<file path="config.mk">
export PLATFORM = sky130hd
export DESIGN_NAME = sparse_layer_accumulator_flat
export DESIGN_NICKNAME = d
export VERILOG_FILES = /design/src/rtl/sparse_layer_accumulator_if.sv /design/src/rtl/sparse_layer_accumulator.sv /design/src/flat_wrapper.sv
export SDC_FILE = /design/constraint.sdc
export NUM_CORES = 2
export LEC_CHECK = 0
export ABC_AREA = 1
export CAP_MARGIN = 10
export CORE_MARGIN = 3
export CORE_UTILIZATION = 53
export DETAILED_ROUTE_END_ITERATION = 7
export HOLD_SLACK_MARGIN = 0.05
export PLACE_DENSITY = 0.73
export SETUP_SLACK_MARGIN = 0.15
export SLEW_MARGIN = 20
export SYNTH_ARGS = -nofsm -noshare
export SYNTH_HDL_FRONTEND = slang
export SYNTH_SLANG_ARGS = --single-unit
</file>
<file path="constraint.sdc">
create_clock -name clk -period 5.8 [get_ports clk]
set_input_delay 1.16 -clock clk [delete_from_list [all_inputs] [get_ports clk]]
set_output_delay 1.16 -clock clk [all_outputs]
set_load 0.01 [all_outputs]
</file>
<file path="src/rtl/sparse_layer_accumulator_if.sv">
// Bundle of the index-queue, weight-memory, bias-write and result-buffer
// signals of sparse_layer_accumulator; slave is the accumulator side.
interface sparse_layer_accumulator_if #(
  parameter int unsigned NODES        = 32,
  parameter int unsigned ADDR_WIDTH   = 10,
  parameter int unsigned WEIGHT_WIDTH = 8,
  parameter int unsigned OUT_WIDTH    = 8
);
  localparam int unsigned NODE_AW = (NODES > 1) ? $clog2(NODES) : 1;

  logic                          inputs_ready;
  logic                          queue_empty;
  logic [ADDR_WIDTH-1:0]         queue_out;
  logic                          dequeue;
  logic [ADDR_WIDTH-1:0]         mem_addr;
  logic                          mem_rd_en;
  logic [NODES*WEIGHT_WIDTH-1:0] mem_data;
  logic                          bias_we;
  logic [NODE_AW-1:0]            bias_addr;
  logic [WEIGHT_WIDTH-1:0]       bias_data;
  logic                          out_valid;
  logic                          out_ready;
  logic [NODES*OUT_WIDTH-1:0]    layer_out;
  logic                          busy;

  modport master (
    output inputs_ready, queue_empty, queue_out, mem_data,
           bias_we, bias_addr, bias_data, out_ready,
    input  dequeue, mem_addr, mem_rd_en, out_valid, layer_out, busy
  );

  modport slave (
    input  inputs_ready, queue_empty, queue_out, mem_data,
           bias_we, bias_addr, bias_data, out_ready,
    output dequeue, mem_addr, mem_rd_en, out_valid, layer_out, busy
  );
endinterface

</file>
<file path="src/rtl/sparse_layer_accumulator.sv">
// Sparse layer accumulator: per-index weight-row accumulation, saturating ReLU,
// valid/ready result buffer. Optional bias seeding via SPARSE_LAYER_BIAS_EN.
module sparse_layer_accumulator #(
  parameter int unsigned NODES        = 32,
  parameter int unsigned ADDR_WIDTH   = 10,
  parameter int unsigned WEIGHT_WIDTH = 8,
  parameter int unsigned ACC_WIDTH    = 20,
  parameter int unsigned OUT_WIDTH    = 8,
  parameter int unsigned SHIFT        = 0
) (
  input logic                      clk,
  input logic                      reset,
  sparse_layer_accumulator_if.slave bus
);

  localparam int unsigned ACC_EXT = ACC_WIDTH - WEIGHT_WIDTH;
  localparam logic signed [ACC_WIDTH-1:0] ACC_MAX = {1'b0, {(ACC_WIDTH-1){1'b1}}};
  localparam logic signed [ACC_WIDTH-1:0] ACC_MIN = {1'b1, {(ACC_WIDTH-1){1'b0}}};
  localparam logic [ACC_WIDTH-1:0]        OUT_MAX = ACC_WIDTH'({OUT_WIDTH{1'b1}});

  typedef enum logic [2:0] {IDLE, RUN, DRAIN, ACT, WAIT_OUT} stateT;

  stateT                        state;
  logic                         rdValid;
  logic                         outValid;
  logic [NODES*OUT_WIDTH-1:0]   layerOut;
  logic signed [ACC_WIDTH-1:0]  acc    [NODES];
  logic signed [ACC_WIDTH-1:0]  sumC   [NODES];
  logic signed [ACC_WIDTH-1:0]  seedC  [NODES];
  logic [NODES*OUT_WIDTH-1:0]   actPackedC;
  logic                         startC;
  logic                         rdEnC;
  logic                         latchC;
  logic [ADDR_WIDTH-1:0]        addrC;

  // Signed add clamped to the accumulator range.
  function automatic logic signed [ACC_WIDTH-1:0] satAdd(
    input logic signed [ACC_WIDTH-1:0]    a,
    input logic signed [WEIGHT_WIDTH-1:0] w
  );
    logic signed [ACC_WIDTH:0] s;
    s = {a[ACC_WIDTH-1], a} + {{(ACC_EXT+1){w[WEIGHT_WIDTH-1]}}, w};
    if (s[ACC_WIDTH] != s[ACC_WIDTH-1]) begin
      return s[ACC_WIDTH] ? ACC_MIN : ACC_MAX;
    end
    return s[ACC_WIDTH-1:0];
  endfunction

  // Shift, then clamp to [0, 2^OUT_WIDTH-1].
  function automatic logic [OUT_WIDTH-1:0] relu(input logic signed [ACC_WIDTH-1:0] v);
    logic signed [ACC_WIDTH-1:0] a;
    logic [ACC_WIDTH-1:0]        au;
    a  = v >>> SHIFT;
    au = a;
    if (a[ACC_WIDTH-1]) begin
      return '0;
    end
    if (au > OUT_MAX) begin
      return '1;
    end
    return au[OUT_WIDTH-1:0];
  endfunction

`ifdef SPARSE_LAYER_BIAS_EN
  localparam int unsigned NODE_AW = (NODES > 1) ? $clog2(NODES) : 1;

  logic signed [WEIGHT_WIDTH-1:0] biasReg [NODES];

  // Bias writes land at any time; a frame samples them only on its start edge.
  always_ff @(posedge clk or negedge reset) begin
    if (!reset) begin
      for (int i = 0; i < NODES; i++) biasReg[i] <= '0;
    end else if (bus.bias_we && (32'(bus.bias_addr) < NODES)) begin
      biasReg[bus.bias_addr] <= bus.bias_data;
    end
  end

  always_comb begin
    for (int i = 0; i < NODES; i++) begin
      seedC[i] = {{ACC_EXT{biasReg[i][WEIGHT_WIDTH-1]}}, biasReg[i]};
    end
  end
`else
  wire unusedBias = ^{bus.bias_we, bus.bias_addr, bus.bias_data};

  always_comb begin
    for (int i = 0; i < NODES; i++) seedC[i] = '0;
  end
`endif

  assign startC = (state == IDLE) && bus.inputs_ready && !bus.queue_empty;
  assign rdEnC  = (state == RUN) && !bus.queue_empty;
  assign addrC  = rdEnC ? bus.queue_out : '0;
  assign latchC = ((state == ACT) || (state == WAIT_OUT)) && (!outValid || bus.out_ready);

  assign bus.dequeue   = rdEnC;
  assign bus.mem_rd_en = rdEnC;
  assign bus.mem_addr  = addrC;
  assign bus.out_valid = outValid;
  assign bus.layer_out = layerOut;
  assign bus.busy      = (state != IDLE);

  // Lane-wise next sums and activations.
  always_comb begin
    actPackedC = '0;
    for (int i = 0; i < NODES; i++) begin
      sumC[i] = satAdd(acc[i], bus.mem_data[i*WEIGHT_WIDTH +: WEIGHT_WIDTH]);
      actPackedC[i*OUT_WIDTH +: OUT_WIDTH] = relu(acc[i]);
    end
  end

  // Frame sequencing, accumulators and output buffer.
  always_ff @(posedge clk or negedge reset) begin
    if (!reset) begin
      state    <= IDLE;
      rdValid  <= 1'b0;
      outValid <= 1'b0;
      layerOut <= '0;
      for (int i = 0; i < NODES; i++) acc[i] <= '0;
    end else begin
      rdValid <= rdEnC;

      for (int i = 0; i < NODES; i++) begin
        if (startC) begin
          acc[i] <= seedC[i];
        end else if (rdValid) begin
          acc[i] <= sumC[i];
        end
      end

      // A latch on the accepting edge keeps out_valid high with the new frame.
      if (latchC) begin
        layerOut <= actPackedC;
        outValid <= 1'b1;
      end else if (outValid && bus.out_ready) begin
        outValid <= 1'b0;
      end

      case (state)
        IDLE:     if (startC) state <= RUN;
        RUN:      if (bus.queue_empty) state <= DRAIN;
        DRAIN:    state <= ACT;
        ACT:      state <= latchC ? IDLE : WAIT_OUT;
        WAIT_OUT: if (latchC) state <= IDLE;
        default:  state <= IDLE;
      endcase
    end
  end

endmodule

</file>
<file path="src/flat_wrapper.sv">
// flat-port wrapper written by rule: the top's interface ports become plain ports
module sparse_layer_accumulator_flat 
#(
  parameter int unsigned NODES        = 32,
  parameter int unsigned ADDR_WIDTH   = 10,
  parameter int unsigned WEIGHT_WIDTH = 8,
  parameter int unsigned ACC_WIDTH    = 20,
  parameter int unsigned OUT_WIDTH    = 8,
  parameter int unsigned SHIFT        = 0
)
  (clk, reset, bus_inputs_ready, bus_queue_empty, bus_queue_out, bus_mem_data, bus_bias_we, bus_bias_addr, bus_bias_data, bus_out_ready, bus_dequeue, bus_mem_addr, bus_mem_rd_en, bus_out_valid, bus_layer_out, bus_busy);
  sparse_layer_accumulator_if #(.NODES(NODES), .ADDR_WIDTH(ADDR_WIDTH), .WEIGHT_WIDTH(WEIGHT_WIDTH), .OUT_WIDTH(OUT_WIDTH)) bus_i ();
  input logic clk;
  input logic reset;
  input wire logic [$bits(bus_i.inputs_ready)-1:0] bus_inputs_ready;
  input wire logic [$bits(bus_i.queue_empty)-1:0] bus_queue_empty;
  input wire logic [$bits(bus_i.queue_out)-1:0] bus_queue_out;
  input wire logic [$bits(bus_i.mem_data)-1:0] bus_mem_data;
  input wire logic [$bits(bus_i.bias_we)-1:0] bus_bias_we;
  input wire logic [$bits(bus_i.bias_addr)-1:0] bus_bias_addr;
  input wire logic [$bits(bus_i.bias_data)-1:0] bus_bias_data;
  input wire logic [$bits(bus_i.out_ready)-1:0] bus_out_ready;
  output wire logic [$bits(bus_i.dequeue)-1:0] bus_dequeue;
  output wire logic [$bits(bus_i.mem_addr)-1:0] bus_mem_addr;
  output wire logic [$bits(bus_i.mem_rd_en)-1:0] bus_mem_rd_en;
  output wire logic [$bits(bus_i.out_valid)-1:0] bus_out_valid;
  output wire logic [$bits(bus_i.layer_out)-1:0] bus_layer_out;
  output wire logic [$bits(bus_i.busy)-1:0] bus_busy;
  assign bus_i.inputs_ready = bus_inputs_ready;
  assign bus_i.queue_empty = bus_queue_empty;
  assign bus_i.queue_out = bus_queue_out;
  assign bus_i.mem_data = bus_mem_data;
  assign bus_i.bias_we = bus_bias_we;
  assign bus_i.bias_addr = bus_bias_addr;
  assign bus_i.bias_data = bus_bias_data;
  assign bus_i.out_ready = bus_out_ready;
  assign bus_dequeue = bus_i.dequeue;
  assign bus_mem_addr = bus_i.mem_addr;
  assign bus_mem_rd_en = bus_i.mem_rd_en;
  assign bus_out_valid = bus_i.out_valid;
  assign bus_layer_out = bus_i.layer_out;
  assign bus_busy = bus_i.busy;
  sparse_layer_accumulator #(.NODES(NODES), .ADDR_WIDTH(ADDR_WIDTH), .WEIGHT_WIDTH(WEIGHT_WIDTH), .ACC_WIDTH(ACC_WIDTH), .OUT_WIDTH(OUT_WIDTH), .SHIFT(SHIFT)) u_core (.clk(clk), .reset(reset), .bus(bus_i));
endmodule
</file>
==> reports/metrics.yaml <==
clock_tree:
  ctsHtreeMaxLevel: 3
  insertion_delay_ns: 0.73
  cts-root-buf: "clkbuf_16"
  clkSinkCount: 901
  cts_hold_buf: 0
  clkTransAtPathRegs_ns: 0.06
  cts_tree: "built"
  cts_buffer_depth: 3
  cts_resized: 0
  cts_setup_buffers: 0
  cts_made_buffers: 109
critical_path:
  crit_type: "in -> out"
  r2r_slack_ns: 2.97
  required_ns: 4.64
  crit_start: "bus_queue_empty"
  cp-start-kind: "input pin"
  reg2regPathDepth: 13
  critPathArrivalTime_ns: 2.86
  r2r-end: "u_core.acc[164]"
  r2r_start: "u_core.acc[160]"
  cp-end-kind: "primary output"
  cp_max_fo: 12
flow_run:
  drv_cap: 0
min_path:
  min-delay-start: "u_core.bus.layer_out[10]"
  whs_path_depth: 2
  whs_endpoint: "u_core.bus.layer_out[10]"
  hp-class: "reg -> reg"
synthesis:
  synth_cell_type_count: 36
  netlist_area_mm2: 0.0810
  synth-seq-cells: 901
  syn_nets: 13600
  syn_inst: 12600
  syn-mean-instance-area_um2: 6.41
  synth-edff-count: 0
  yosysWarnings: 0
  synth_flop_cell: "dfrtp_1"
  synth-seq-area-share_pct: 27.8
  ys_async_sr_fraction_pct: 100
power_and_ir_drop:
  internal_power_w: 0.0253
  peakVddDrop_mv: 0.465
  p_sw_share_pct: 49.6
  power-per-cell-area_mw_per_mm2: 548
  p_leak_nw: 50.2
  switchingPower_w: 0.0250
  power_frac_comb_pct: 62.8
  seqPwrFrac_pct: 22.5
  p_clk_share_pct: 14.7
  power_w: 0.0503
global_route:
  grt_pass1_vias: 79200
  grt_usage_pct: 30.1
  grt_max_degree: 155
  grt_pass1_wl_um: 399000
  grt.overflow.total: 0
  antenna_found_initial: 28
detailed_routing:
  wire_per_inst_um: 16.0
  wirelength_um: 242000
  dr.pass1.iters: 8
  avgViaCountPerCell: 5.44
  routed-via-count: 82600
  drtAntennaViolNets: 0
  drc: 0
  drt-initial-drc-count: 5920
sta:
  finalWorstSetupSlack_ns: 1.78
  rsz0062_at_grt: "false"
  setup_violations: 0
  worst_slew_pin_slew_ns: 1.10
  hold_viol: 0
  relSlewSlack_pct: 26.4
  post-route-period-util_pct: 69.3
  max_freq_mhz: 249
  slew_viol_final: 0
  fin_skew_ns: 0.0285
  period_needed_ns: 4.02
  setup-tns-final_ns: 0
floorplanning:
  die_h_um: 397
  io_pins: 555
  die_width_um: 397
  core-area_mm2: 0.151
  die-area_mm2: 0.158
  rows: 142
  initial_utilization_pct: 53.7
layout:
  layout-drive-gt1-share_pct: 3.46
  layout.nets: 14000
  instances_no_fill: 15200
  final_util_pct: 60.8
  final_common_cell: "nand2_1"
  area_growth_pct: 13.3
  layout_common_cells: "nand2_1, nor2_1, inv_1"
place:
  placement.setup.worst_slack_ns: 1.57
  gp_congestion: 0.959
  portBuffers: 540
  hpwl_um: 182000
  dp.cells: 15000
outcome:
  run_status: "completed"
## power by group through the flow
stage | Clock (W) | Sequential [W] | Combinational [W]
4_1_cts | 0.00757 | 0.0113 | 0.0314
5_1_grt | 0.00782 | 0.0117 | 0.0358
3_5_place_dp | 0 | 0.0113 | 0.0312
6_report | 0.00739 | 0.0113 | 0.0316
3_3_place_gp | 0 | 0.0113 | 0.0307
2_1_floorplan | 0 | 0.0111 | 0.0232
## final cells by class
class | instances | area [µm²]
fillers | 14700 | 59100
multi-input cells | 10500 | 53200
flip-flops and latches | 901 | 22500
repair buffers | 566 | 5760
inverters | 1007 | 3790
clock buffers | 143 | 3080
well taps | 2016 | 2520
clock inverters | 61 | 797
diodes | 15 | 37.5
## per-layer routing
layer  wire, µm  GRT usage [%]  vias to the layer above
li1           -              -                    41800
met3      14100           4.53                      374
met4       6400           9.11                       20
met2     110000           49.4                     2077
met1     112000           41.0                    38400
met5        147              0                        -
## logic make-up (layout without fill, tap and decap cells)
| kind of cell | after synthesis | in the layout | synth area share, % |
|---|---|---|---|
| simple gates | 8404 | 8404 | 43.9 |
| buf+inv | 1244 | 1777 | 6.47 |
| compound gates | 1084 | 1084 | 7.62 |
| flops | 901 | 901 | 27.8 |
| fa+ha+maj | 672 | 672 | 10.7 |
| xor+xnor | 325 | 325 | 3.52 |
| other cells | 0 | 15 | 0 |
## synth_stat cells (38+ instances only)
cell type	number	area share, %
nor3_1	126	0.78
clkbuf_1	71	0.33
o21ai_1	129	0.80
xnor2_1	279	3.0
xor2_1	46	0.50
nand4_1	227	1.8
buf_2	86	0.53
dfrtp_1	901	28
a21oi_1	493	3.0
o21bai_1	133	1.2
buf_4	38	0.35
nand2_1	5457	25
inv_1	1005	4.7
nand2_2	124	0.96
nor2_1	1097	5.1
o21ai_0	262	1.6
ha_1	640	9.9
nand3_1	990	6.1
nor4_1	96	0.74
nand3b_1	185	1.7
buf_6	40	0.56
## metrics by stage
step | hold WS (ns) | cell area (µm²)
after global routing | 0.502 | 91700
after global placement | 0.465 | 87800
after floorplan | 0.475 | 81000
after detailed placement | 0.473 | 87800
final | 0.482 | 91700
after CTS | 0.464 | 91700
## worst max-delay path by stage
| stage | to |
|---|---|
| floorplan | u_core.acc[611] |
| global placement | u_core.acc[137] |
| detailed placement | u_core.acc[498] |
| CTS | bus_mem_addr[1] |
| global route | bus_mem_addr[1] |
| finish | bus_mem_addr[1] |
## state kept, by name, indices dropped and copies added, names as in the netlist
name	count
u_core.acc	640
u_core.state	3
u_core.bus.out_valid	1
u_core.bus.layer_out	256
u_core.rdValid	1
## worst max-delay path: stages
cell and delay [ns]:
clkdlybuf4s50_1 0.46, nor2_1 0.27, inv_1 0.23, nor2_1 0.18, clkdlybuf4s50_1 0.56
No activity file was read; power rests on OpenSTA's default activity.
